`config.mk`:
```
export PLATFORM = sky130hd
export DESIGN_NAME = maxpool_stream_ctrl
export DESIGN_NICKNAME = d
export VERILOG_FILES = /design/src/rtl/maxpool_pkg.sv /design/src/rtl/raster_pos_counter.sv /design/src/rtl/maxpool_stream_ctrl.sv
export SDC_FILE = /design/constraint.sdc
export NUM_CORES = 1
export LEC_CHECK = 0
export CAP_MARGIN = 20
export CORE_ASPECT_RATIO = 0.7
export CORE_MARGIN = 2
export CORE_UTILIZATION = 42
export CTS_CLUSTER_DIAMETER = 50
export DETAILED_ROUTE_END_ITERATION = 7
export GPL_ROUTABILITY_DRIVEN = 0
export PLACE_DENSITY_LB_ADDON = 0.15
export SETUP_SLACK_MARGIN = 0.1
export SKIP_LAST_GASP = 1
export SLEW_MARGIN = 20
export SYNTH_ARGS = -nofsm -noshare
export SYNTH_HDL_FRONTEND = slang
export SYNTH_HIERARCHICAL = 1
export SYNTH_SLANG_ARGS = --single-unit
```
`constraint.sdc`:
```
create_clock -name clk -period 1.77 [get_ports clk]
set_input_delay 0.4425 -clock clk [delete_from_list [all_inputs] [get_ports clk]]
set_output_delay 0.4425 -clock clk [all_outputs]
set_load 0.005 [all_outputs]
```
`src/rtl/maxpool_pkg.sv`:
```
// Shared types and helpers for the 2x2/stride-2 max-pool stream sequencer.
package maxpool_pkg;

    typedef enum logic [1:0] {
        IDLE  = 2'd0,
        RUN   = 2'd1,
        FLUSH = 2'd2,
        DONE  = 2'd3
    } state_e;

    localparam int DEF_COL_NUM = 28;
    localparam int DEF_ROW_NUM = 28;

    function automatic int cnt_width(input int n);
        return (n <= 2) ? 1 : $clog2(n);
    endfunction

    // Floor pooling: a trailing odd row/column never forms a window.
    function automatic int fires_per_frame(input int rows, input int cols);
        return (rows / 2) * (cols / 2);
    endfunction

endpackage

```
`src/rtl/raster_pos_counter.sv`:
```
// Raster-order column/row position counter with column wrap and last-pixel flag.
module raster_pos_counter #(
    parameter int COL_NUM = 28,
    parameter int ROW_NUM = 28,
    parameter int COL_W   = 5,
    parameter int ROW_W   = 5
) (
    input  logic             clk,
    input  logic             irst_n,
    input  logic             clear,
    input  logic             en,
    output logic [COL_W-1:0] col,
    output logic [ROW_W-1:0] row,
    output logic             last_pix
);

    localparam logic [COL_W-1:0] COL_MAX = COL_W'(COL_NUM - 1);
    localparam logic [ROW_W-1:0] ROW_MAX = ROW_W'(ROW_NUM - 1);

    logic [COL_W-1:0] col_r;
    logic [ROW_W-1:0] row_r;

    // Position registers: clear on frame start, advance one pixel per enable.
    always_ff @(posedge clk or negedge irst_n) begin
        if (!irst_n) begin
            col_r <= {COL_W{1'b0}};
            row_r <= {ROW_W{1'b0}};
        end else if (clear) begin
            col_r <= {COL_W{1'b0}};
            row_r <= {ROW_W{1'b0}};
        end else if (en) begin
            if (col_r == COL_MAX) begin
                col_r <= {COL_W{1'b0}};
                row_r <= row_r + ROW_W'(1);
            end else begin
                col_r <= col_r + COL_W'(1);
            end
        end else begin
            col_r <= col_r;
            row_r <= row_r;
        end
    end

    assign col      = col_r;
    assign row      = row_r;
    assign last_pix = (col_r == COL_MAX) && (row_r == ROW_MAX);

endmodule

```
`src/rtl/maxpool_stream_ctrl.sv`:
```
// Frame sequencer for the Line_buffer_2x2 -> MaxPool2d datapath.
// Optional stall counter port enabled by MAXPOOL_STREAM_CTRL_PERF_EN.
module maxpool_stream_ctrl
    import maxpool_pkg::*;
#(
    parameter int dataColNum = DEF_COL_NUM,
    parameter int dataRowNum = DEF_ROW_NUM,
    parameter int COL_W      = cnt_width(dataColNum),
    parameter int ROW_W      = cnt_width(dataRowNum)
) (
    input  logic             clk,
    input  logic             irst_n,
    input  logic             start,
    input  logic             src_valid,
    output logic             src_ready,
    input  logic             dst_ready,
    output logic             lb_in_valid,
    output logic             pool_fire,
    output logic             out_last,
    output logic [COL_W-1:0] col_idx,
    output logic [ROW_W-1:0] row_idx,
    output logic             busy,
    output logic             frame_done
`ifdef MAXPOOL_STREAM_CTRL_PERF_EN
    ,
    output logic [31:0]      stall_cycles
`endif
);

    // Last even-aligned coordinates; anything beyond is the unpooled odd tail.
    localparam logic [COL_W-1:0] COL_FIRE_MAX = COL_W'(2 * (dataColNum / 2) - 1);
    localparam logic [ROW_W-1:0] ROW_FIRE_MAX = ROW_W'(2 * (dataRowNum / 2) - 1);

    state_e state_r;
    state_e state_s;
    logic   accept_s;
    logic   start_run_s;
    logic   last_pix_s;
    logic   fire_pos_s;
    logic   last_win_s;

    raster_pos_counter #(
        .COL_NUM (dataColNum),
        .ROW_NUM (dataRowNum),
        .COL_W   (COL_W),
        .ROW_W   (ROW_W)
    ) u_pos (
        .clk      (clk),
        .irst_n   (irst_n),
        .clear    (start_run_s),
        .en       (accept_s),
        .col      (col_idx),
        .row      (row_idx),
        .last_pix (last_pix_s)
    );

    // State register.
    always_ff @(posedge clk or negedge irst_n) begin
        if (!irst_n) begin
            state_r <= IDLE;
        end else begin
            state_r <= state_s;
        end
    end

    // Next-state logic.
    always_comb begin
        state_s = state_r;
        case (state_r)
            IDLE: begin
                if (start) state_s = RUN;
                else       state_s = IDLE;
            end
            RUN: begin
                if (accept_s && last_pix_s) state_s = FLUSH;
                else                        state_s = RUN;
            end
            FLUSH:   state_s = DONE;
            DONE:    state_s = IDLE;
            default: state_s = IDLE;
        endcase
    end

    // Handshake and window-position decode.
    always_comb begin
        src_ready = 1'b0;
        case (state_r)
            RUN:     src_ready = dst_ready;
            default: src_ready = 1'b0;
        endcase
        accept_s    = src_valid & src_ready;
        lb_in_valid = accept_s;
        start_run_s = (state_r == IDLE) & start;
        fire_pos_s  = row_idx[0] & col_idx[0] &
                      (row_idx <= ROW_FIRE_MAX) & (col_idx <= COL_FIRE_MAX);
        last_win_s  = (row_idx == ROW_FIRE_MAX) & (col_idx == COL_FIRE_MAX);
    end

    // Registered status; fire lags the accept by one to align with the line buffer window.
    always_ff @(posedge clk or negedge irst_n) begin
        if (!irst_n) begin
            pool_fire  <= 1'b0;
            out_last   <= 1'b0;
            busy       <= 1'b0;
            frame_done <= 1'b0;
        end else begin
            pool_fire  <= accept_s & fire_pos_s;
            out_last   <= accept_s & fire_pos_s & last_win_s;
            busy       <= (state_s == RUN) || (state_s == FLUSH);
            frame_done <= (state_r == FLUSH);
        end
    end

`ifdef MAXPOOL_STREAM_CTRL_PERF_EN
    logic [31:0] stall_cnt_r;

    // Saturating count of cycles where upstream had data but downstream blocked.
    always_ff @(posedge clk or negedge irst_n) begin
        if (!irst_n) begin
            stall_cnt_r <= 32'd0;
        end else if (start_run_s) begin
            stall_cnt_r <= 32'd0;
        end else if ((state_r == RUN) && src_valid && !dst_ready &&
                     (stall_cnt_r != 32'hFFFF_FFFF)) begin
            stall_cnt_r <= stall_cnt_r + 32'd1;
        end else begin
            stall_cnt_r <= stall_cnt_r;
        end
    end

    assign stall_cycles = stall_cnt_r;
`endif

endmodule

```
; Yosys cells after proc, flatten, opt, wreduce, memory -nomap -nowiden
; Cells that the tools add are included.
[totals]
ff_bits = 16
in_bits = 5
elab_cells = 43
[classes]
add_sub_neg = 2
order_cmp = 2
eq_ne = 7
muxes = 10
bitwise_logic = 8
reduce_logical = 7
[op_table]
columns = op, n
row1 = 5-bit two-way mux, 6
row2 = 5-bit by 1-bit adder with 5-bit output (second input constant), 2
row3 = 5-bit equality test (second input constant), 2
row4 = 5-bit <= comparator (second input constant), 2
row5 = 1-bit bitwise AND, 8
row6 = 2-bit case mux with 4 select lines, 1
row7 = 2-bit equality test (second input constant), 3
row8 = 2-bit by 1-bit equality test with 1-bit output (second input constant), 2
row9 = 2-bit nonzero test, 2
row10 = 1-bit logical AND, 2
row11 = 2-bit zero test, 1
row12 = 1-bit two-way mux, 2
row13 = 2-bit two-way mux, 1
row14 = 2-bit AND reduction, 1
row15 = 1-bit logical OR, 1

; Logic depth before layout (Yosys ltp)
; Gate-level depths: netlist of run 1.
[depth]
depth_word = 8
depth_mapped = 6
ltp_nobuf = 5

; By module
; Netlist of run 1, hierarchy kept.
[by_module_without_submodules]
columns = module, instances, cells_per_inst, area_each_um2
row1 = raster_pos_counter, 1, 55, 551.8
row2 = maxpool_stream_ctrl, 1, 24, 265.3

; Least setup slack after synthesis of run 1
; No wires, ideal clock.
[synth_timing]
path_kind = register -> register
from = reg state_r[1]
to = reg u_pos.row_r[3], in the netlist u_pos/row[3]
setup_ns = 0.078
t_arrival_ns = 1.732
required_time_ns = 1.692
setup_slack_ns = -0.040
path_stages_with_launch = 7
synth_period_minus_slack_ns = 1.810
cell_sequence = dfrtp_1 and3b_1 and2_4 buf_2 nand2_1 or4_1 a21oi_1
[synth_between]
elab_chain_cells = 5
elab_cells_between_ends = 9
cone_classes = eq/ne: 1 / mux: 2 / bitwise: 2 / reduce/logical: 4
[synth_lines]
columns = item, line_no
row1 = from (decl), maxpool_stream_ctrl.sv:34  ; state_e state_r;
row2 = from (signal assigned), maxpool_stream_ctrl.sv:62  ; state_r <= state_s;
row3 = 2-bit by 1-bit equality test with 1-bit output, maxpool_stream_ctrl.sv:87  ; case (state_r)
row4 = 1-bit two-way mux, maxpool_stream_ctrl.sv:87
row5 = net src_ready, maxpool_stream_ctrl.sv:15  ; output logic src_ready,
row6 = 1-bit bitwise AND, maxpool_stream_ctrl.sv:91  ; accept_s = src_valid & src_ready;
row7 = net lb_in_valid, maxpool_stream_ctrl.sv:17  ; output logic lb_in_valid,
row8 = 2-bit nonzero test (no source line), -
row9 = 2-bit AND reduction (no source line), -
row10 = to (signal assigned), raster_pos_counter.sv:30  ; row_r <= {ROW_W{1'b0}};
row11 = to (signal assigned), raster_pos_counter.sv:34  ; row_r <= row_r + ROW_W'(1);
row12 = to (signal assigned), raster_pos_counter.sv:40  ; row_r <= row_r;
row13 = to (decl), raster_pos_counter.sv:21  ; logic [ROW_W-1:0] row_r;
; The timed path passes the listed nets, and every way through them passes these cells.
; A chain may end at the register's enable or synchronous reset.

; Worst setup path in the final report of run 1
[layout_timing]
from = reg state_r[1]
to = reg u_pos.row_r[2], in the netlist u_pos/row[2]
[layout_between]
elab_chain_cells = 5
elab_cells_between_ends = 9
cone_classes = eq/ne: 1 / mux: 2 / bitwise: 2 / reduce/logical: 4
[layout_lines]
columns = item, line_no
row1 = 2-bit by 1-bit equality test with 1-bit output, maxpool_stream_ctrl.sv:87
row2 = 1-bit two-way mux, maxpool_stream_ctrl.sv:87
row3 = 1-bit bitwise AND, maxpool_stream_ctrl.sv:91
row4 = 2-bit nonzero test (no source line), -
row5 = 2-bit AND reduction (no source line), -
; Several ways; a longest one is shown, not always the timed one.

==> flow_summary.json, run 1 <==
{
  "synthAdderAreaFrac_pct": 3.063,
  "clock_latency_ps": 300,
  "io_pins": 21,
  "ff_latch_area_um2": 404.1,
  "swShare_pct": 32.72,
  "overflow": 0,
  "fin_nets": 127,
  "syn_to_final_growth_pct": 53.14,
  "netlist.area_leader.share_pct": 49.00,
  "synthSimpleGateAreaFrac_pct": 30.93,
  "cpMaxStageDelayCell": "or3_2",
  "rr_startpoint": "state_r[1]$_DFF_PN0_",
  "ant_nets": 0,
  "antenna_found_initial": 0,
  "synth_top_area_cell": "dfrtp_1",
  "hold_viol_final": 0,
  "dp_hpwl_um": 1415,
  "drive_above_1_share_pct": 33.61,
  "crit_arrival_ps": 1850,
  "leakagePower_nw": 0.5607,
  "diodes": 0,
  "syn_nets": 86,
  "pwr-share-comb_pct": 42.5,
  "cp_max_fo": 5,
  "synthXorXnorAreaFrac_pct": 0,
  "cts_tree": "done",
  "relSlewSlack_pct": 79.55,
  "status": "finished, final reports clean",
  "placed_cells": 128,
  "cpPeakStageDelay_ps": 440,
  "grt_pass1_wl_um": 3450,
  "multiInputGateArea_um2": 432.9,
  "ir_drop_v": 0.0008801,
  "num_vias": 761,
  "clock_sinks": 16,
  "rows": 13,
  "start_util_pct": 44.45,
  "first_pass_iters": 4,
  "synth-async-reset-ratio_pct": 100.0,
  "power_mw": 1.225,
  "core_um2": 1838,
  "max_freq_mhz": 616.0,
  "dr.first_iter.drc_count": 8,
  "drc": 0,
  "p_int_mw": 0.8239,
  "place_area_um2": 1111,
  "path_clk_slew_ps": 100,
  "startpoint": "state_r[1]$_DFF_PN0_",
  "cp.required_ps": 2000,
  "hp-class": "in -> async",
  "fin_ws_ps": 146.7,
  "worstSetupPathType": "reg -> reg",
  "drv_slew": 0,
  "synth_mux_area_share_pct": 1.225,
  "pwr-share-clk_pct": 20.7,
  "yosys.cell_types.count": 35,
  "synth_top_family_by_area": "simple AND/OR/NAND/NOR gates",
  "clockRootBuffer": "clkbuf_4",
  "syn_area_per_cell_um2": 10.34,
  "switching_power_mw": 0.4007,
  "rsz0062_at_grt": "yes",
  "worstPathCellList": "and3b_1 -> and2_4 -> buf_6 -> nand3_1 -> or3_2 -> a21oi_2",
  "finalSetupTns_ps": 0,
  "routedWlPerCell_um": 14.96,
  "die_w_um": 56.72,
  "die_h_um": 40.90,
  "fill_cells": 152,
  "worst_clock_skew_ps": 2.445,
  "holdWs_ps": 450.4,
  "synth_compound_area_share_pct": 14.24,
  "via_per_inst": 5.397,
  "final_area_um2": 1251,
  "synth-edff-count": 0,
  "cp-start-kind": "register",
  "htreeDepth": 1,
  "synth.cell_area_um2": 817.0,
  "endpoint_kind": "register",
  "place_ws_ps": -409.0,
  "min_period_ps": 1623,
  "dominantRegCellSynth": "dfrtp_1",
  "maxCapViolCount": 0,
  "cts_made_buffers": 3,
  "powerDensity_nw_per_um2": 978.7,
  "reg2reg_depth": 6,
  "ys_warn_count": 6,
  "stdcell_count": 141,
  "fin_util_pct": 68.07,
  "tightestPinTransition_ps": 304.1,
  "port_buffers": 20,
  "grt_max_degree": 17,
  "synthTopCellsByArea": "dfrtp_1, a21oi_1, nand3_1",
  "pwr-share-seq_pct": 36.9,
  "netlist_instances": 79,
  "ys_seq_elements": 16,
  "setup_viol": 0,
  "fin_crit_sh_pct": 91.71,
  "drt-total-wl_um": 2109,
  "ys_seq_area_share_pct": 49.00,
  "cts.path.max_buffers": 2,
  "grt_pass1_vias": 765,
  "grt.total_usage_pct": 20.84,
  "dieArea_um2": 2320
}
-- synthesized netlist by cell type (all sizes together), types with 2 or more instances --
cell type	count
nand4b	2
buf	2
o21ai	2
ha	2
or3	2
a31oi	2
or4	2
or3b	2
o31ai	2
nand3b	2
nand2	6
a21oi	7
nor3	2
dfrtp	16
nand3	7
nor2	4
-- state kept, by name, indices dropped and copies added (netlist names) --
| signal | flops |
|---|---|
| busy | 1 |
| frame_done | 1 |
| out_last | 1 |
| pool_fire | 1 |
| state_r | 2 |
| u_pos/col | 5 |
| u_pos/row | 5 |
-- critical path: cells and delay by family, from the launching register on --
| kind | cells | cell delay, ps |
|---|---|---|
| and+or+nand+nor | 4 | 920 |
| DFF | 1 | 390 |
| AOI/OAI and AO/OA | 1 | 140 |
| buffers and inverters | 1 | 120 |
-- power groups by stage --
stage | Clock, mW | Sequential, mW | Combinational [mW]
floorplan | 0 | 0.512 | 0.170
global placement | 0 | 0.518 | 0.344
detailed placement | 0 | 0.518 | 0.357
CTS | 0.256 | 0.454 | 0.513
global route | 0.278 | 0.461 | 0.573
finish | 0.253 | 0.452 | 0.520
-- metal layers --
metal | up-vias | global-route usage (%) | wire length (um)
met3 | 4 | 6.940 | 94
met5 | - | 0 | 0
li1 | 377 | - | -
met4 | 0 | 7.143 | 21
met2 | 17 | 36.63 | 1015
met1 | 363 | 25.00 | 978
-- timing repair --
item	4_1_cts	5_1_grt
gates cloned	0	0
setup buffers	9	0
gates resized for setup	15	5
pin swaps	7	1
setup endpoints to repair	19	6
hold buffers	0	0
-- area by class of cell --
class	instances	area share, %
Clock buffer	4	2.900
Inverter	1	0.3000
Multi-Input combinational cell	60	34.60
Sequential cell	16	32.30
Tap cell	22	2.200
Timing Repair Buffer	38	27.70
-- layout by cell type (no fill, tap or decap), types with 2 or more instances in the layout --
cell type and instances:
a31oi_1 2, o21ai_0 2, or4_1 2, a21oi_2 5, a21oi_1 2, nand3_1 7
ha_1 2, dfrtp_1 13, clkbuf_4 3, nand2_1 5, nand4b_1 2, dfrtp_2 3
nor2_1 4, dlymetal6s2s_1 2, o31ai_1 2, or3_2 2, dlygate4sd2_1 2, buf_4 16
nor3_1 2, clkdlybuf4s50_1 15, buf_6 3
-- path summary, 6_finish.rpt --
kind	slack, ps	endpoint
worst max-delay path	150	u_pos/row[2]$_DFFE_PN0P_
worst min-delay path	450	u_pos/row[1]$_DFFE_PN0P_
worst max register to register	150	u_pos/row[2]$_DFFE_PN0P_
worst min register to register	550	busy$_DFF_PN0_
max in group asynchronous	1120	u_pos/row[2]$_DFFE_PN0P_
min in group clk	550	busy$_DFF_PN0_
-- logic make-up (layout without fill, tap and decap cells) --
group,after synthesis,in the layout
buffers and inverters,3,43
flip-flops,16,16
AND/OR/NAND/NOR,39,39
AO/OA/AOI/OAI,18,18
multiplexers,1,1
adder cells (fa/ha/maj),2,2
(Power assumes the default switching activity.)
==> run 2, diff against run 1 <==
Settings changed: ABC_AREA set to 1, CORE_UTILIZATION 42 to 43.
==> run 2 against run 1 <==
Against the previous run:
- core utilization up 4.3 points
- worst hold slack improved by 5.8 ps
- register-to-register slack got worse by 30 ps
- synthesized area increased by 8.0%
- fmax fell by 1.8%
==> flow_summary.json, run 2 <==
{
  "powerDensity_nw_per_um2": 926.9,
  "min_period_ps": 1653,
  "routed-wl-met3_um": 173,
  "final_cell_mix": "nand2_1, buf_4, dfrtp_1, clkdlybuf4s50_1",
  "htreeDepth": 1,
  "hp-class": "in -> async",
  "endpoint_kind": "register",
  "synth_top_area_cell": "dfrtp_1",
  "drc": 0,
  "leakagePower_nw": 0.7329,
  "dp_hpwl_um": 1614,
  "cts.path.max_buffers": 2,
  "cp-start-kind": "register",
  "yosys-top-cells-count": "nand2_1, dfrtp_1, inv_1, nand3_1, nor2_1",
  "ir_drop_v": 0.0009039,
  "dominantRegCellSynth": "dfrtp_1",
  "rr_endpoint": "busy$_DFF_PN0_",
  "first_pass_iters": 4,
  "routedWlPerCell_um": 14.00,
  "netlist.area_leader.share_pct": 45.39,
  "grt_pass1_vias": 859,
  "worstPathCellList": "buf_4 -> ha_4 -> nand2_2 -> nor2_2 -> nand3_2 -> nor3_4 -> a31oi_2 -> o21bai_1 -> nand2_1",
  "diodes": 0,
  "placed_cells": 167,
  "antenna_found_initial": 0,
  "synth.cell_area_um2": 882.1,
  "relSlewSlack_pct": 85.69,
  "cts_made_buffers": 3,
  "finalSetupTns_ps": 0,
  "netlist_instances": 113,
  "crit_end": "busy$_DFF_PN0_",
  "worstSetupPathType": "reg -> reg",
  "place_area_um2": 1200,
  "io_pins": 21,
  "crit_buf_inv": 1,
  "hold_viol_final": 0,
  "via_per_inst": 5.321,
  "syn_area_per_cell_um2": 7.806,
  "maxCapViolCount": 0,
  "synth-edff-count": 0,
  "clock_sinks": 16,
  "drv_slew": 0,
  "reg2reg_depth": 9,
  "cp.required_ps": 1960,
  "fin_util_pct": 72.39,
  "rr_startpoint": "u_pos/col[0]$_DFFE_PN0P_",
  "reg2reg_setup_slack_ps": 120,
  "worst_clock_skew_ps": 6.554,
  "crit_arrival_ps": 1850,
  "start_util_pct": 46.35,
  "maxUsedRoutingLayer": "met4",
  "final_area_um2": 1378,
  "startpoint": "u_pos/col[0]$_DFFE_PN0P_",
  "dr.first_iter.drc_count": 66,
  "yosysMostFrequentCell": "nand2_1",
  "tightestPinTransition_ps": 214.6,
  "cpPeakStageDelay_ps": 360,
  "grt_max_degree": 17,
  "ys_seq_area_share_pct": 45.39,
  "critical_path.top_delay_family": "simple AND/OR/NAND/NOR gates",
  "core_um2": 1903,
  "clockRootBuffer": "clkbuf_4",
  "overflow": 0,
  "die_h_um": 41.90,
  "synthTopCellsByArea": "dfrtp_1, nand2_1, inv_1",
  "cts_tree": "done",
  "path_depth": 9,
  "ys_seq_elements": 16,
  "status": "finished, final reports clean",
  "dieArea_um2": 2436,
  "holdWs_ps": 456.2,
  "syn_nets": 120,
  "num_vias": 979,
  "rsz0062_at_grt": "yes",
  "clock_latency_ps": 300,
  "grt_pass1_wl_um": 3926,
  "port_buffers": 20,
  "path_clk_slew_ps": 110,
  "drt-total-wl_um": 2576,
  "drive_above_1_share_pct": 33.95,
  "stdcell_count": 184,
  "fin_crit_sh_pct": 93.37,
  "cp_max_fo": 4,
  "wl_met1_um": 1156,
  "grt.total_usage_pct": 21.54,
  "dr_wl_met2_um": 1217,
  "fin_nets": 170,
  "cpMaxStageDelayCell": "dfrtp_1",
  "setup_viol": 0,
  "ant_nets": 0,
  "max_freq_mhz": 605.1,
  "syn_to_final_growth_pct": 56.17,
  "yosys.cell_types.count": 21,
  "rows": 13,
  "die_w_um": 58.14,
  "ys_warn_count": 6,
  "synth-async-reset-ratio_pct": 100.0,
  "final_common_cell": "nand2_1"
}
==> run 2: cell types whose count changed after synthesis, moves of 4 or more <==
cell / delta
nand2_2: +5
inv_1: +14
nand3_1: +4
a21oi_1: -6
nand4_1: +4
nand2_1: +29
==> run 2: cells by family (layout without fill, tap and decap cells) <==
kind of cell    Yosys count  count (layout)  share of synthesized area [%]
buf+inv                  17              66                          7.233
compound gates            7               7                          4.397
simple gates             68              68                          37.16
fa+ha+maj                 2               2                          2.836
flops                    16              16                          45.39
xor+xnor                  3               3                          2.979
==> run 2: worst min path at each step <==
stage	cells past startpoint	end	slack [ps]	start
floorplan	0	busy$_DFF_PN0_	150	irst_n
global route	2	u_pos/row[4]$_DFFE_PN0P_	480	irst_n
global placement	1	frame_done$_DFF_PN0_	510	state_r[0]$_DFF_PN0_
CTS	2	u_pos/row[4]$_DFFE_PN0P_	470	irst_n
finish	2	u_pos/row[4]$_DFFE_PN0P_	460	irst_n
detailed placement	2	u_pos/col[0]$_DFFE_PN0P_	520	u_pos/col[0]$_DFFE_PN0P_
==> run 2: per-stage QoR <==
stage          setup WS, ps  total power, mW
5_1_grt               51.12            1.342
3_5_place_dp         -381.5           0.8915
3_3_place_gp         -351.1           0.8752
2_1_floorplan         276.7           0.6507
4_1_cts               70.30            1.212
6_report              117.3            1.277
==> run 2: area by class of cell <==
type                            count  area (um2)
Inverter                           17       63.81
Tap cell                           22       27.53
Timing Repair Buffer               45       391.6
Sequential cell                    16       405.4
Multi-Input combinational cell     80       452.9
Fill cell                         135       525.5
Clock buffer                        4       36.28
==> run 2: what timing repair did <==
action,4_1_cts,5_1_grt
endpoints found under the setup margin,12,7
resized for setup,15,14
hold buffers,0,0
endpoints found under the hold margin,0,0
buffers inserted,10,3
pin swaps,1,7
==> run 2: power breakdown <==
part | switching [mW] | internal (mW)
Sequential | 0.0343 | 0.427
Clock | 0.129 | 0.125
Combinational | 0.274 | 0.288
==> run 2: worst reg2reg max path, delay by kind of cell (launching register included) <==
kind | cells | cell delay (ps)
buf+inv | 1 | 130
compound gates | 2 | 300
fa+ha+maj | 1 | 160
flops | 1 | 360
simple gates | 5 | 610
==> run 2: metal layers <==
metal / up-vias / track usage (%)
met4: 0 / 1.395
met5: - / 0
met3: 8 / 6.542
met2: 46 / 35.68
met1: 467 / 29.11
li1: 458 / -
==> run 3, diff against run 2 <==
Settings changed: PLACE_DENSITY set to 0.73, PLACE_DENSITY_LB_ADDON 0.15 to unset.
==> run 3 against run 2 <==
Against the previous run:
- fmax shrank 0.20%
- setup slack lost 3.4 ps
- critical path depth shrank 6
- clock skew shrank 2.9 ps
- final cell count shrank 1.1%
- critical path type is now reg -> out
- largest cell class unchanged
==> flow_summary.json, run 3 (synthesized netlist as in run 2, its figures left out) <==
{
  "syn_to_final_growth_pct": 54.61,
  "final_common_cell": "nand2_1",
  "die_w_um": 58.14,
  "io_pins": 21,
  "grt_pass1_wl_um": 3684,
  "die_h_um": 41.90,
  "diodes": 0,
  "path_clk_slew_ps": 100,
  "num_vias": 915,
  "dieArea_um2": 2436,
  "clock_sinks": 16,
  "rsz0062_at_grt": "yes",
  "cts.path.max_buffers": 2,
  "cts_tree": "done",
  "worst_clock_skew_ps": 3.643,
  "final_cell_mix": "nand2_1, buf_4, dfrtp_1, inv_1, clkdlybuf4s50_1",
  "crit_arrival_ps": 1210,
  "grt_max_degree": 17,
  "clock_latency_ps": 290,
  "tightestPinTransition_ps": 213.9,
  "clockRootBuffer": "clkbuf_4",
  "via_per_inst": 5.027,
  "drive_above_1_share_pct": 30.63,
  "fin_nets": 168,
  "hold_viol_final": 0,
  "cp.required_ps": 1330,
  "ir_drop_v": 0.0006559,
  "overflow": 0,
  "htreeDepth": 1,
  "drt-total-wl_um": 2290,
  "grt.total_usage_pct": 20.31,
  "cp_max_fo": 6,
  "relSlewSlack_pct": 85.74,
  "core_um2": 1903,
  "cts_hold_buf": 0,
  "endpoint_kind": "output pin",
  "start_util_pct": 46.35,
  "port_buffers": 20,
  "dr.first_iter.drc_count": 11,
  "dp_hpwl_um": 1584,
  "antenna_found_initial": 0,
  "first_pass_iters": 4,
  "cts_made_buffers": 3,
  "leakagePower_nw": 0.7283,
  "setup_viol": 0,
  "drv_slew": 0,
  "max_freq_mhz": 603.8,
  "ant_nets": 0,
  "finalSetupTns_ps": 0,
  "maxCapViolCount": 0,
  "rows": 13,
  "min_period_ps": 1656,
  "cp-start-kind": "register",
  "hp-class": "in -> async",
  "drc": 0,
  "fin_crit_sh_pct": 93.56,
  "powerDensity_nw_per_um2": 879.4,
  "routedWlPerCell_um": 12.58,
  "status": "finished, final reports clean",
  "worstSetupPathType": "reg -> out",
  "grt_pass1_vias": 869,
  "power_mw": 1.199
}
==> run 3: changes by cell type in the layout (fill, tap and decap cells not counted), moves of 2 or more <==
cell / change
inv_1: +3
inv_2: -3
dfrtp_2: -2
dfrtp_1: +2
==> run 3: metal layers <==
metal / vias up / track usage [%] / part of all wire (%)
met1: 432 / 24.21 / 41
met4: 0 / 6.047 / 1.1
li1: 452 / - / -
met2: 27 / 33.86 / 52
met5: - / 0 / 0
met3: 4 / 7.788 / 5.4
==> run 3: worst paths after layout <==
check                                         start                  endpoint  slack, ps  cells after the start
max                        u_pos/col[0]$_DFFE_PN0P_                col_idx[0]        110                      3
min                                          irst_n  u_pos/col[1]$_DFFE_PN0P_        460                      2
max reg2reg                u_pos/col[0]$_DFFE_PN0P_            busy$_DFF_PN0_        130                      9
min reg2reg                    state_r[1]$_DFF_PN0_      frame_done$_DFF_PN0_        580                      2
max in group asynchronous                    irst_n  u_pos/row[2]$_DFFE_PN0P_       1110                      2
min in group clk                          src_valid      state_r[0]$_DFF_PN0_        570                      4
==> run 3: area by class of cell <==
type	instances	area [um2]
Sequential cell	16	402.9
Fill cell	163	539.3
Clock buffer	4	36.28
Inverter	17	63.81
Multi-Input combinational cell	80	460.4
Timing Repair Buffer	43	372.9
Tap cell	22	27.53
==> run 3: worst max-delay path, stage by stage, from the launching register on <==
cell and delay, ps:
dfrtp_1 390, buf_4 130, buf_4 140, dlygate4sd2_1 260
==> run 3: metrics by stage <==
stage	setup WS (ps)	cells	util (%)	instance area (um2)	hold WS (ps)
after global placement	-348.6	167	63.05	1200	510.3
after CTS	60.74	180	68.24	1299	461.5
after detailed placement	-395.8	167	63.05	1200	513.0
after floorplan	276.7	113	-	882.1	146.9
after global routing	15.70	182	71.66	1364	460.3
final	113.9	182	71.66	1364	463.5
==> run 3: power by group <==
| part | leakage (nW) | internal (mW) | switching [mW] | total (mW) |
|---|---|---|---|---|
| Combinational | 0.503 | 0.253 | 0.238 | 0.491 |
| Sequential | 0.205 | 0.423 | 0.0378 | 0.461 |
| Clock | 0.0210 | 0.126 | 0.122 | 0.248 |
| Total | 0.728 | 0.802 | 0.398 | 1.20 |
==> run 3: what timing repair did <==
item,CTS,global route
setup buffers,9,2
pin swaps,2,6
endpoints found under the setup margin,11,6
cloned,0,0
resized for setup,14,11
